<file path="src/rtl/spram_stream_if.sv">
// Stream/command/RAM bundle between the burst controller and its environment.
// slave  : the spram_stream_ctrl side (takes commands, drives the RAM pins).
// master : the command issuer, stream endpoints and the spram instance.
interface spram_stream_if #(
    parameter int AWIDTH = 10,
    parameter int DWIDTH = 32
);
    logic              start;
    logic              dir;
    logic [AWIDTH-1:0] base_addr;
    logic [AWIDTH:0]   len;
    logic              busy;
    logic              done;
    logic [DWIDTH-1:0] in_data;
    logic              in_valid;
    logic              in_ready;
    logic [DWIDTH-1:0] out_data;
    logic              out_valid;
    logic              out_ready;
    logic [AWIDTH-1:0] ram_address;
    logic              ram_wren;
    logic [DWIDTH-1:0] ram_data;
    logic [DWIDTH-1:0] ram_out;

    modport slave (
        input  start, dir, base_addr, len, in_data, in_valid, out_ready, ram_out,
        output busy, done, in_ready, out_data, out_valid, ram_address, ram_wren, ram_data
    );

    modport master (
        output start, dir, base_addr, len, in_data, in_valid, out_ready, ram_out,
        input  busy, done, in_ready, out_data, out_valid, ram_address, ram_wren, ram_data
    );
endinterface

</file>
<file path="src/rtl/spram_stream_ctrl.sv">
// Burst sequencer for a single-port RAM with 1-cycle registered read data.
// Write bursts move a valid/ready stream into RAM; read bursts stream RAM
// contents out through a 2-entry buffer sized by a credit rule.
// Optional: define SPRAM_STREAM_PERF_CNT_EN to add the stall_cycles counter.
//
// state | meaning
// IDLE  | waiting for start; len=0 start just pulses done
// WRITE | accepting input words, one RAM write per handshake
// READ  | issuing reads under credit, draining the output buffer
// FIN   | done pulse, back to IDLE next cycle
module spram_stream_ctrl #(
    parameter int AWIDTH    = 10,
    parameter int NUM_WORDS = 1024,
    parameter int DWIDTH    = 32
) (
    input  logic               clk,
    input  logic               resetn,
    spram_stream_if.slave      bus
`ifdef SPRAM_STREAM_PERF_CNT_EN
    ,
    output logic [31:0]        stall_cycles
`endif
);
    localparam int LWIDTH = AWIDTH + 1;
    localparam logic [LWIDTH-1:0] NUM_WORDS_L = LWIDTH'(NUM_WORDS);
    localparam logic [AWIDTH-1:0] LAST_ADDR   = AWIDTH'(NUM_WORDS - 1);

    typedef enum logic [1:0] {IDLE, WRITE, READ, FIN} state_t;

    state_t                   state_q, state_d;
    logic [AWIDTH-1:0]        addr_q, addr_d;
    logic [LWIDTH-1:0]        rem_q, rem_d;
    logic [LWIDTH-1:0]        issue_left_q, issue_left_d;
    logic                     inflight_q, inflight_d;
    logic [1:0][DWIDTH-1:0]   buf_q, buf_d;
    logic                     wr_ptr_q, wr_ptr_d;
    logic                     rd_ptr_q, rd_ptr_d;
    logic [1:0]               count_q, count_d;
    logic                     busy_q, busy_d;
    logic                     done_q, done_d;

    logic [LWIDTH-1:0]        len_clamped;
    logic [AWIDTH-1:0]        addr_inc;
    logic                     in_ready;
    logic                     wr_fire;
    logic                     out_valid;
    logic                     pop;
    logic                     push;
    logic [2:0]               occ;
    logic                     issue;

    // Datapath strobes: handshakes, credit check and wrapped address increment.
    always_comb begin
        len_clamped = (bus.len > NUM_WORDS_L) ? NUM_WORDS_L : bus.len;
        addr_inc    = (addr_q == LAST_ADDR) ? '0 : addr_q + AWIDTH'(1);
        in_ready    = (state_q == WRITE) && (rem_q != '0);
        wr_fire     = in_ready && bus.in_valid;
        out_valid   = (count_q != 2'd0);
        pop         = out_valid && bus.out_ready;
        push        = inflight_q;
        // Occupancy including the word already in flight from the RAM; a pop
        // this cycle frees a slot in time for the capture two edges later.
        occ         = {1'b0, count_q} + {2'b00, inflight_q} - {2'b00, pop};
        issue       = (state_q == READ) && (issue_left_q != '0) && (occ < 3'd2);
    end

    // Next-state for the FSM, address and burst counters.
    always_comb begin
        state_d      = state_q;
        addr_d       = addr_q;
        rem_d        = rem_q;
        issue_left_d = issue_left_q;
        done_d       = 1'b0;
        case (state_q)
            IDLE: begin
                if (bus.start) begin
                    if (len_clamped == '0) begin
                        done_d = 1'b1;
                    end else begin
                        addr_d       = bus.base_addr;
                        rem_d        = len_clamped;
                        issue_left_d = len_clamped;
                        state_d      = bus.dir ? WRITE : READ;
                    end
                end
            end
            WRITE: begin
                if (wr_fire) begin
                    addr_d = addr_inc;
                    rem_d  = rem_q - LWIDTH'(1);
                    if (rem_q == LWIDTH'(1)) begin
                        state_d = FIN;
                        done_d  = 1'b1;
                    end
                end
            end
            READ: begin
                if (issue) begin
                    addr_d       = addr_inc;
                    issue_left_d = issue_left_q - LWIDTH'(1);
                end
                if (pop) begin
                    rem_d = rem_q - LWIDTH'(1);
                    if (rem_q == LWIDTH'(1)) begin
                        state_d = FIN;
                        done_d  = 1'b1;
                    end
                end
            end
            FIN: begin
                state_d = IDLE;
            end
            default: begin
                state_d = IDLE;
            end
        endcase
        busy_d     = (state_d != IDLE);
        inflight_d = issue;
    end

    // Output buffer: capture RAM data one cycle after issue, pop on handshake.
    always_comb begin
        buf_d    = buf_q;
        wr_ptr_d = wr_ptr_q;
        rd_ptr_d = rd_ptr_q;
        if (push) begin
            buf_d[wr_ptr_q] = bus.ram_out;
            wr_ptr_d        = ~wr_ptr_q;
        end
        if (pop) begin
            rd_ptr_d = ~rd_ptr_q;
        end
        count_d = count_q + {1'b0, push} - {1'b0, pop};
    end

    // State register; reset abandons any burst and drops buffered data.
    always_ff @(posedge clk) begin
        if (!resetn) begin
            state_q      <= IDLE;
            addr_q       <= '0;
            rem_q        <= '0;
            issue_left_q <= '0;
            inflight_q   <= 1'b0;
            buf_q        <= '0;
            wr_ptr_q     <= 1'b0;
            rd_ptr_q     <= 1'b0;
            count_q      <= 2'd0;
            busy_q       <= 1'b0;
            done_q       <= 1'b0;
        end else begin
            state_q      <= state_d;
            addr_q       <= addr_d;
            rem_q        <= rem_d;
            issue_left_q <= issue_left_d;
            inflight_q   <= inflight_d;
            buf_q        <= buf_d;
            wr_ptr_q     <= wr_ptr_d;
            rd_ptr_q     <= rd_ptr_d;
            count_q      <= count_d;
            busy_q       <= busy_d;
            done_q       <= done_d;
        end
    end

    assign bus.busy        = busy_q;
    assign bus.done        = done_q;
    assign bus.in_ready    = in_ready;
    assign bus.out_valid   = out_valid;
    assign bus.out_data    = buf_q[rd_ptr_q];
    assign bus.ram_wren    = wr_fire;
    assign bus.ram_address = addr_q;
    assign bus.ram_data    = wr_fire ? bus.in_data : '0;

`ifdef SPRAM_STREAM_PERF_CNT_EN
    logic [31:0] stall_q, stall_d;

    // Stall counter: idle input stream in WRITE, blocked output in READ.
    always_comb begin
        stall_d = stall_q;
        if ((state_q == IDLE) && bus.start) begin
            stall_d = '0;
        end else if ((((state_q == WRITE) && in_ready && !bus.in_valid) ||
                      ((state_q == READ) && out_valid && !bus.out_ready)) &&
                     (stall_q != '1)) begin
            stall_d = stall_q + 32'd1;
        end
    end

    // Stall counter register.
    always_ff @(posedge clk) begin
        if (!resetn) begin
            stall_q <= '0;
        end else begin
            stall_q <= stall_d;
        end
    end

    assign stall_cycles = stall_q;
`endif
endmodule

</file>
<file path="src/flat_wrapper.sv">
// flat-port wrapper written by rule: the top's interface ports become plain ports
module spram_stream_ctrl_flat 
#(
    parameter int AWIDTH    = 10,
    parameter int NUM_WORDS = 1024,
    parameter int DWIDTH    = 32
)
  (clk, resetn, bus_start, bus_dir, bus_base_addr, bus_len, bus_in_data, bus_in_valid, bus_out_ready, bus_ram_out, bus_busy, bus_done, bus_in_ready, bus_out_data, bus_out_valid, bus_ram_address, bus_ram_wren, bus_ram_data);
  spram_stream_if #(.AWIDTH(AWIDTH), .DWIDTH(DWIDTH)) bus_i ();
  input  logic clk;
  input  logic resetn;
  input wire logic [$bits(bus_i.start)-1:0] bus_start;
  input wire logic [$bits(bus_i.dir)-1:0] bus_dir;
  input wire logic [$bits(bus_i.base_addr)-1:0] bus_base_addr;
  input wire logic [$bits(bus_i.len)-1:0] bus_len;
  input wire logic [$bits(bus_i.in_data)-1:0] bus_in_data;
  input wire logic [$bits(bus_i.in_valid)-1:0] bus_in_valid;
  input wire logic [$bits(bus_i.out_ready)-1:0] bus_out_ready;
  input wire logic [$bits(bus_i.ram_out)-1:0] bus_ram_out;
  output wire logic [$bits(bus_i.busy)-1:0] bus_busy;
  output wire logic [$bits(bus_i.done)-1:0] bus_done;
  output wire logic [$bits(bus_i.in_ready)-1:0] bus_in_ready;
  output wire logic [$bits(bus_i.out_data)-1:0] bus_out_data;
  output wire logic [$bits(bus_i.out_valid)-1:0] bus_out_valid;
  output wire logic [$bits(bus_i.ram_address)-1:0] bus_ram_address;
  output wire logic [$bits(bus_i.ram_wren)-1:0] bus_ram_wren;
  output wire logic [$bits(bus_i.ram_data)-1:0] bus_ram_data;
  assign bus_i.start = bus_start;
  assign bus_i.dir = bus_dir;
  assign bus_i.base_addr = bus_base_addr;
  assign bus_i.len = bus_len;
  assign bus_i.in_data = bus_in_data;
  assign bus_i.in_valid = bus_in_valid;
  assign bus_i.out_ready = bus_out_ready;
  assign bus_i.ram_out = bus_ram_out;
  assign bus_busy = bus_i.busy;
  assign bus_done = bus_i.done;
  assign bus_in_ready = bus_i.in_ready;
  assign bus_out_data = bus_i.out_data;
  assign bus_out_valid = bus_i.out_valid;
  assign bus_ram_address = bus_i.ram_address;
  assign bus_ram_wren = bus_i.ram_wren;
  assign bus_ram_data = bus_i.ram_data;
  spram_stream_ctrl #(.AWIDTH(AWIDTH), .NUM_WORDS(NUM_WORDS), .DWIDTH(DWIDTH)) u_core (.clk(clk), .resetn(resetn), .bus(bus_i));
endmodule
</file>
<file path="config.mk">
export PLATFORM = sky130hd
export DESIGN_NAME = spram_stream_ctrl_flat
export DESIGN_NICKNAME = d
export VERILOG_FILES = /design/src/rtl/spram_stream_if.sv /design/src/rtl/spram_stream_ctrl.sv /design/src/flat_wrapper.sv
export SDC_FILE = /design/constraint.sdc
export NUM_CORES = 1
export LEC_CHECK = 0
export CORE_MARGIN = 5
export CORE_UTILIZATION = 40
export CTS_BUF_LIST = sky130_fd_sc_hd__clkbuf_8
export DETAILED_ROUTE_END_ITERATION = 8
export DONT_BUFFER_PORTS = 1
export PLACE_DENSITY_LB_ADDON = 0.2
export RECOVER_POWER = 100
export SLEW_MARGIN = 20
export SYNTH_ARGS = -nofsm -noshare
export SYNTH_HDL_FRONTEND = slang
export SYNTH_SLANG_ARGS = --single-unit
</file>
<file path="constraint.sdc">
create_clock -name clk -period 3.4 [get_ports clk]
set_input_delay 0.51 -clock clk [delete_from_list [all_inputs] [get_ports clk]]
set_output_delay 0.51 -clock clk [all_outputs]
set_load 0.1 [all_outputs]
</file>
Yosys cells after proc, flatten, opt, wreduce, memory -nomap -nowiden
Cells that the tools add are included.
{ "word_totals": {"input_bits": 91, "wordCells": 86, "register_bits": 105} }
{ "op_classes": {"eq_ne": 10, "muxes": 33, "bitwise_logic": 2, "add_sub_neg": 7, "magnitude_cmp": 5, "n_reduce_logical": 17} }
{ "op_table": {"columns": ["op", "count"], "rows": [
  ["two-way mux 32 bit", 4],
  ["two-way mux 11 bit", 6],
  ["bitwise mux 64 bit", 1],
  ["two-way mux 10 bit", 5],
  ["case mux 11 bit (3 select lines)", 1],
  ["demux 32 bit (select 1 bit)", 1],
  ["case mux 10 bit (3 select lines)", 1],
  ["case mux 11 bit (2 select lines)", 1],
  ["nonzero test 11 bit", 2],
  ["subtractor 11 x 1 -> 11 bit, second input constant", 2],
  ["two-way mux 2 bit", 6],
  ["equality test 11 x 1 -> 1 bit, second input constant", 1],
  ["> comparator 11 bit, second input constant", 1],
  ["zero test 11 bit", 1],
  ["adder 10 x 1 -> 10 bit, second input constant", 1],
  ["equality test 10 bit, second input constant", 1],
  ["AND reduction 5 bit", 2],
  ["case mux 2 bit (4 select lines)", 1],
  ["logical AND 1 bit", 6],
  ["!= test 2 x 1 -> 1 bit, second input constant", 3],
  ["nonzero test 2 bit", 3],
  ["two-way mux 1 bit", 5],
  ["equality test 2 bit, second input constant", 2],
  ["< comparator 1 x 2 -> 1 bit, second input constant", 2],
  ["other kinds (13)", 15]
]} }

Longest topological paths before layout
Gate-level depths: netlist of run 1.
{ "depth": {"depth_word": 7, "mapped_depth": 12, "ltp_nobuf": 10} }

Worst setup path after synthesis of run 1
No wires, ideal clock.
{ "synth_path": {"path_type": "reg2out", "from": "reg u_core.rem_q[0]", "to": "out bus_ram_data[22]", "arrival_ns": 3.022, "slack_ns": -0.132, "path_buffers": 1, "t_required_ns": 2.890, "stages_incl_launch_ff": 7, "path_cell_list": "dfxtp_1 inv_1 ha_1 nor3b_2 a31oi_1 clkbuf_1 and2_1"} }
{ "synth_via": {"elab_chain_cells": 4} }
{ "synth_rtl": {"columns": ["item", "line", "rtl"], "rows": [
  ["start, declared", "spram_stream_ctrl.sv:32", "logic [LWIDTH-1:0] rem_q, rem_d;"],
  ["start signal, assigned", "spram_stream_ctrl.sv:153", "rem_q <= rem_d;"],
  ["nonzero test 11 bit", "spram_stream_ctrl.sv:56", "in_ready = (state_q == WRITE) && (rem_q != '0);"],
  ["logical AND 1 bit", "spram_stream_ctrl.sv:56", null],
  ["logical AND 1 bit", "spram_stream_ctrl.sv:57", "wr_fire = in_ready && bus.in_valid;"],
  ["named net bus_ram_wren", "flat_wrapper.sv:26", "output wire logic [$bits(bus_i.ram_wren)-1:0] bus_ram_wren;"],
  ["two-way mux 32 bit", "spram_stream_ctrl.sv:172", "assign bus.ram_data = wr_fire ? bus.in_data : '0;"],
  ["end, declared", "flat_wrapper.sv:27", "output wire logic [$bits(bus_i.ram_data)-1:0] bus_ram_data;"]
]} }
The timed path passes the listed nets, and every way through them passes these cells.

Worst setup path in the final report of run 1
{ "layout_path": {"from": "reg u_core.count_q[1]", "to": "reg u_core.issue_left_q[7]"} }
{ "layout_via": {"elab_chain_cells": 7, "word_cells_on_any_way": 8, "cone_classes": "add/sub (2); order compare (1); eq/ne (1); reduce/logical (4)"} }
{ "layout_rtl": {"columns": ["item", "line", "rtl"], "rows": [
  ["start, declared", "spram_stream_ctrl.sv:38", "logic [1:0] count_q, count_d;"],
  ["start signal, assigned", "spram_stream_ctrl.sv:159", "count_q <= count_d;"],
  ["parallel branches: the longest is 2 deep, another holds adder 2 x 1 -> 3 bit", null, null],
  ["subtractor 3 x 1 -> 3 bit *", "spram_stream_ctrl.sv:63", "occ = {1'b0, count_q} + {2'b00, inflight_q} - {2'b00, pop};"],
  ["< comparator 3 x 2 -> 1 bit *", "spram_stream_ctrl.sv:64", "issue = (state_q == READ) && (issue_left_q != '0) && (occ < 3'd2);"],
  ["logical AND 1 bit *", "spram_stream_ctrl.sv:64", null],
  ["!= test 2 x 1 -> 1 bit (no line) *", null, null],
  ["AND reduction 4 bit (no line) *", null, null],
  ["end signal, assigned", "spram_stream_ctrl.sv:154", "issue_left_q <= issue_left_d;"],
  ["end, declared", "spram_stream_ctrl.sv:33", "logic [LWIDTH-1:0] issue_left_q, issue_left_d;"]
]} }
Every way passes the cells marked *.
A chain may end at the register's enable or synchronous reset.

==> results of run 1 <==
[sequential cells by signal, summed over array words and instances, names as in the netlist]
name,cells
u_core.count_q,2
u_core.state_q,2
u_core.inflight_q,1
u_core.wr_ptr_q,1
u_core.bus.done,1
u_core.issue_left_q,11
u_core.bus.busy,1
u_core.rem_q,11
u_core.buf_q,64
u_core.bus.ram_address,10
u_core.rd_ptr_q,1
[path summary, 6_finish.rpt]
kind / from / endpoint / slack (ps) / cells past startpoint
worst min-delay path: bus_ram_out[4] / u_core.buf_q[36] / 230 / 2
worst min register to register: u_core.buf_q[48] / u_core.buf_q[48] / 460 / 2
worst max-delay path: u_core.count_q[1] / u_core.issue_left_q[7] / 240 / 11
worst max register to register: u_core.count_q[1] / u_core.issue_left_q[7] / 240 / 11
[per-stage QoR]
stage | total power (W) | utilization (%) | cell area [sq um] | setup slack [ps]
floorplan | 0.00507 | - | 5600 | 336
global placement | 0.00566 | 43.5 | 6020 | 296
detailed placement | 0.00573 | 43.5 | 6020 | 159
CTS | 0.00654 | 45.0 | 6230 | 145
global route | 0.00686 | 44.8 | 6190 | 43.6
finish | 0.00646 | 44.8 | 6190 | 241
[synth_stat cells, drive strengths merged (2+ instances only)]
cell type	instances
dfxtp	105
a21oi	78
a211oi	9
mux2	32
and3	6
nand4	3
o221ai	2
o211ai	14
a21o	3
o2bb2ai	2
nand3	9
clkbuf	43
and2	36
xnor2	2
nor2b	3
nor2	29
a2bb2oi	2
o41ai	4
or2	4
nor3	9
a31oi	12
o21ai	18
o311ai	6
or3	2
nor4	9
o32ai	4
inv	25
o31ai	14
nand2	167
nand2b	3
mux2i	7
a311oi	2
buf	8
ha	10
[critical path, stage by stage (launching register included)]
cell	delay [ps]
dfxtp_1	350
o21ai_1	260
or2_2	200
nand2_1	60
ha_1	190
fa_1	380
xnor2_1	140
o21ai_0	200
o221ai_2	290
buf_4	280
o311ai_0	500
o31ai_2	140
[layout by cell type (no fill, tap or decap), types with 6 or more instances in the layout]
| cell type | netlist | routed |
|---|---|---|
| nand2_1 | 167 | 166 |
| dfxtp_1 | 105 | 105 |
| a21oi_1 | 78 | 78 |
| mux2_1 | 0 | 32 |
| buf_4 | 2 | 31 |
| nor2_1 | 29 | 29 |
| inv_1 | 23 | 24 |
| and2_1 | 35 | 18 |
| and2_0 | 0 | 17 |
| o21ai_0 | 16 | 16 |
| clkbuf_4 | 0 | 15 |
| o211ai_1 | 13 | 13 |
| o31ai_1 | 10 | 10 |
| a31oi_1 | 12 | 10 |
| ha_1 | 10 | 10 |
| nor3_1 | 9 | 9 |
| nand3_1 | 9 | 9 |
| a211oi_1 | 6 | 9 |
| clkbuf_8 | 0 | 9 |
| mux2i_1 | 7 | 7 |
| clkbuf_1 | 43 | 7 |
| o311ai_0 | 6 | 6 |
[layer usage]
metal | global-route usage [%] | part of all wire [%] | up-vias
met5 | 0 | 0 | -
met4 | 5.43 | 1.5 | 0
met3 | 5.38 | 7.8 | 27
met2 | 31.4 | 49 | 206
met1 | 22.8 | 41 | 2424
li1 | - | - | 2473
[power by group through the flow]
stage | clock network, W | registers, W | logic (W)
2_1_floorplan | 0 | 0.00201 | 0.00306
3_3_place_gp | 0 | 0.00174 | 0.00391
3_5_place_dp | 0 | 0.00175 | 0.00397
4_1_cts | 0.000831 | 0.00173 | 0.00398
5_1_grt | 0.000877 | 0.00176 | 0.00422
6_report | 0.000806 | 0.00173 | 0.00393
[cells by family after synthesis]
logic type	synth area share [%]
flip-flops	37.5
XOR/XNOR	0.469
buffers and inverters	5.88
AO/OA/AOI/OAI	22.1
AND/OR/NAND/NOR	23.7
adder cells (fa/ha/maj)	2.59
multiplexers	7.69
[final cells by class]
cell class	count	area (sq um)	share of cell area, %
well taps	180	225	3.64
clock buffers	9	124	2.00
multi-input cells	519	3190	51.5
repair buffers	54	377	6.09
clock inverters	7	81.3	1.31
inverters	25	93.8	1.52
flip-flops and latches	105	2100	34.0
==> metrics.md, run 1 <==
| Metric | Value |
|---|---|
| Seq/Total Area, Yosys | `37.5%` |
| Antenna violations before repair | `0` |
| Mapped Cells | `701` |
| Final setup viols | `0` |
| Gr ovfl total | `0` |
| Logic pwr share | `60.8%` |
| Flop pwr share | `26.8%` |
| CP max FO | `13` |
| Slew margin rel. | `-22.3%` |
| Num rows | `43` |
| First-pass GRT wire length | `25,100 um` |
| Pwr dens | `1040 mW/mm^2` |
| CTS resizes | `0` |
| H-tree levels | `3` |
| Clock power frac | `12.5%` |
| Clk pin slew, worst setup/hold paths | `120 ps` |
| P_leak | `2.30 nW` |
| DRC Markers | `0` |
| All-Layer GR Usage | `18.5%` |
| Synth area leader | `dfxtp_1` |
| Boundary pin count | `170` |
| Placed cells | `883` |
| Seq cells post-synth | `105` |
| Post-synth EDFFs | `0` |
| Final wirelength | `15,800 um` |
| Outcome | `finished with violations` |
| DRT iter0 DRCs | `360` |
| Post-layout min period | `3160 ps` |
| Vias in the first global route | `5,041` |
| Post-DR wirelength/cell | `17.6 um` |
| Total nets after synthesis | `803` |
| Share of layout cells above drive strength 1 | `12.1%` |
| CTS Buffer Depth | `2` |
| Clock Latency Late Sink | `400 ps` |
| GP Congestion | `0.833` |
| Cell variety after synth | `68` |
| Final cell count without fillers | `899` |
| Class of the worst hold path | `input port to register` |
| Tightest Pin Transition | `1830 ps` |
| Switching share of total power | `56.7%` |
| Maxcap violations | `2` |
| Die W | `128 um` |
| Worst Setup Start Kind | `register` |
| Worst Setup End Kind | `register` |
| Hold_buf cts | `0` |
| Final Skew | `12.7 ps` |
| Async SR Flop Fraction | `0%` |
| Period utilization | `92.9%` |
| Violated checks | `max-capacitance violations, max-slew violations` |
| Average size of a mapped cell | `7.99 sq um` |
| Final Hold Fails | `0` |
| CORE AREA | `0.0138 sq mm` |
| Total negative setup slack | `0 ps` |
| CTS Sinks | `105` |
| Top FF cell, synth | `dfxtp_1` |
| Final Max Slew Viols | `55` |
| RSZ-0062 raised after global routing | `no` |
| Filler instances | `1,354` |
| Final hold slack | `229 ps` |
| Max VDD drop | `0.642 mV` |
| Cts bufs inserted | `9` |
| Area of the die | `0.0165 sq mm` |
| CTS tree | `built` |
| Die H | `128 um` |
| CP Class | `register to register` |
| Number of port buffers | `0` |
| Worst endpoint data arrival time | `3370 ps` |
| Root buffer cell | `clkbuf_8` |
| DR vias | `5,130` |
| Max Clk Rate | `317 MHz` |
| Hpwl dp | `11,200 um` |
| CP Data Required Time | `3610 ps` |
| TritonRoute pass-1 iters | `5` |
| Int Pwr | `0.00280 W` |
| Mapped cell area | `0.00560 sq mm` |
| YS warnings | `0` |
| Largest net degree at the start of global routing | `53` |
| Starting Density | `40.5%` |
| Synthesis-to-layout area growth | `10.5%` |
| Post-route ant nets | `0` |
| Area share of the largest cell type after synthesis | `37.5%` |
| DR vias/cell | `5.71` |
| Diode count | `0` |
| Sw power | `0.00366 W` |
| Post-CTS setup buffers | `0` |
| Ranking of synthesized cells by area | `dfxtp_1 38%, nand2_1 11%, a21oi_1 7.0%` |
| Fin nets | `816` |
Note: power is estimated with default switching activity, not from simulation.
==> run 2: changes to the inputs <==
ABC_CLOCK_PERIOD_IN_PS = 3400   (was unset)
==> results of run 2 <==
No change in the layout: final DEF, timing and power equal those of run 1.
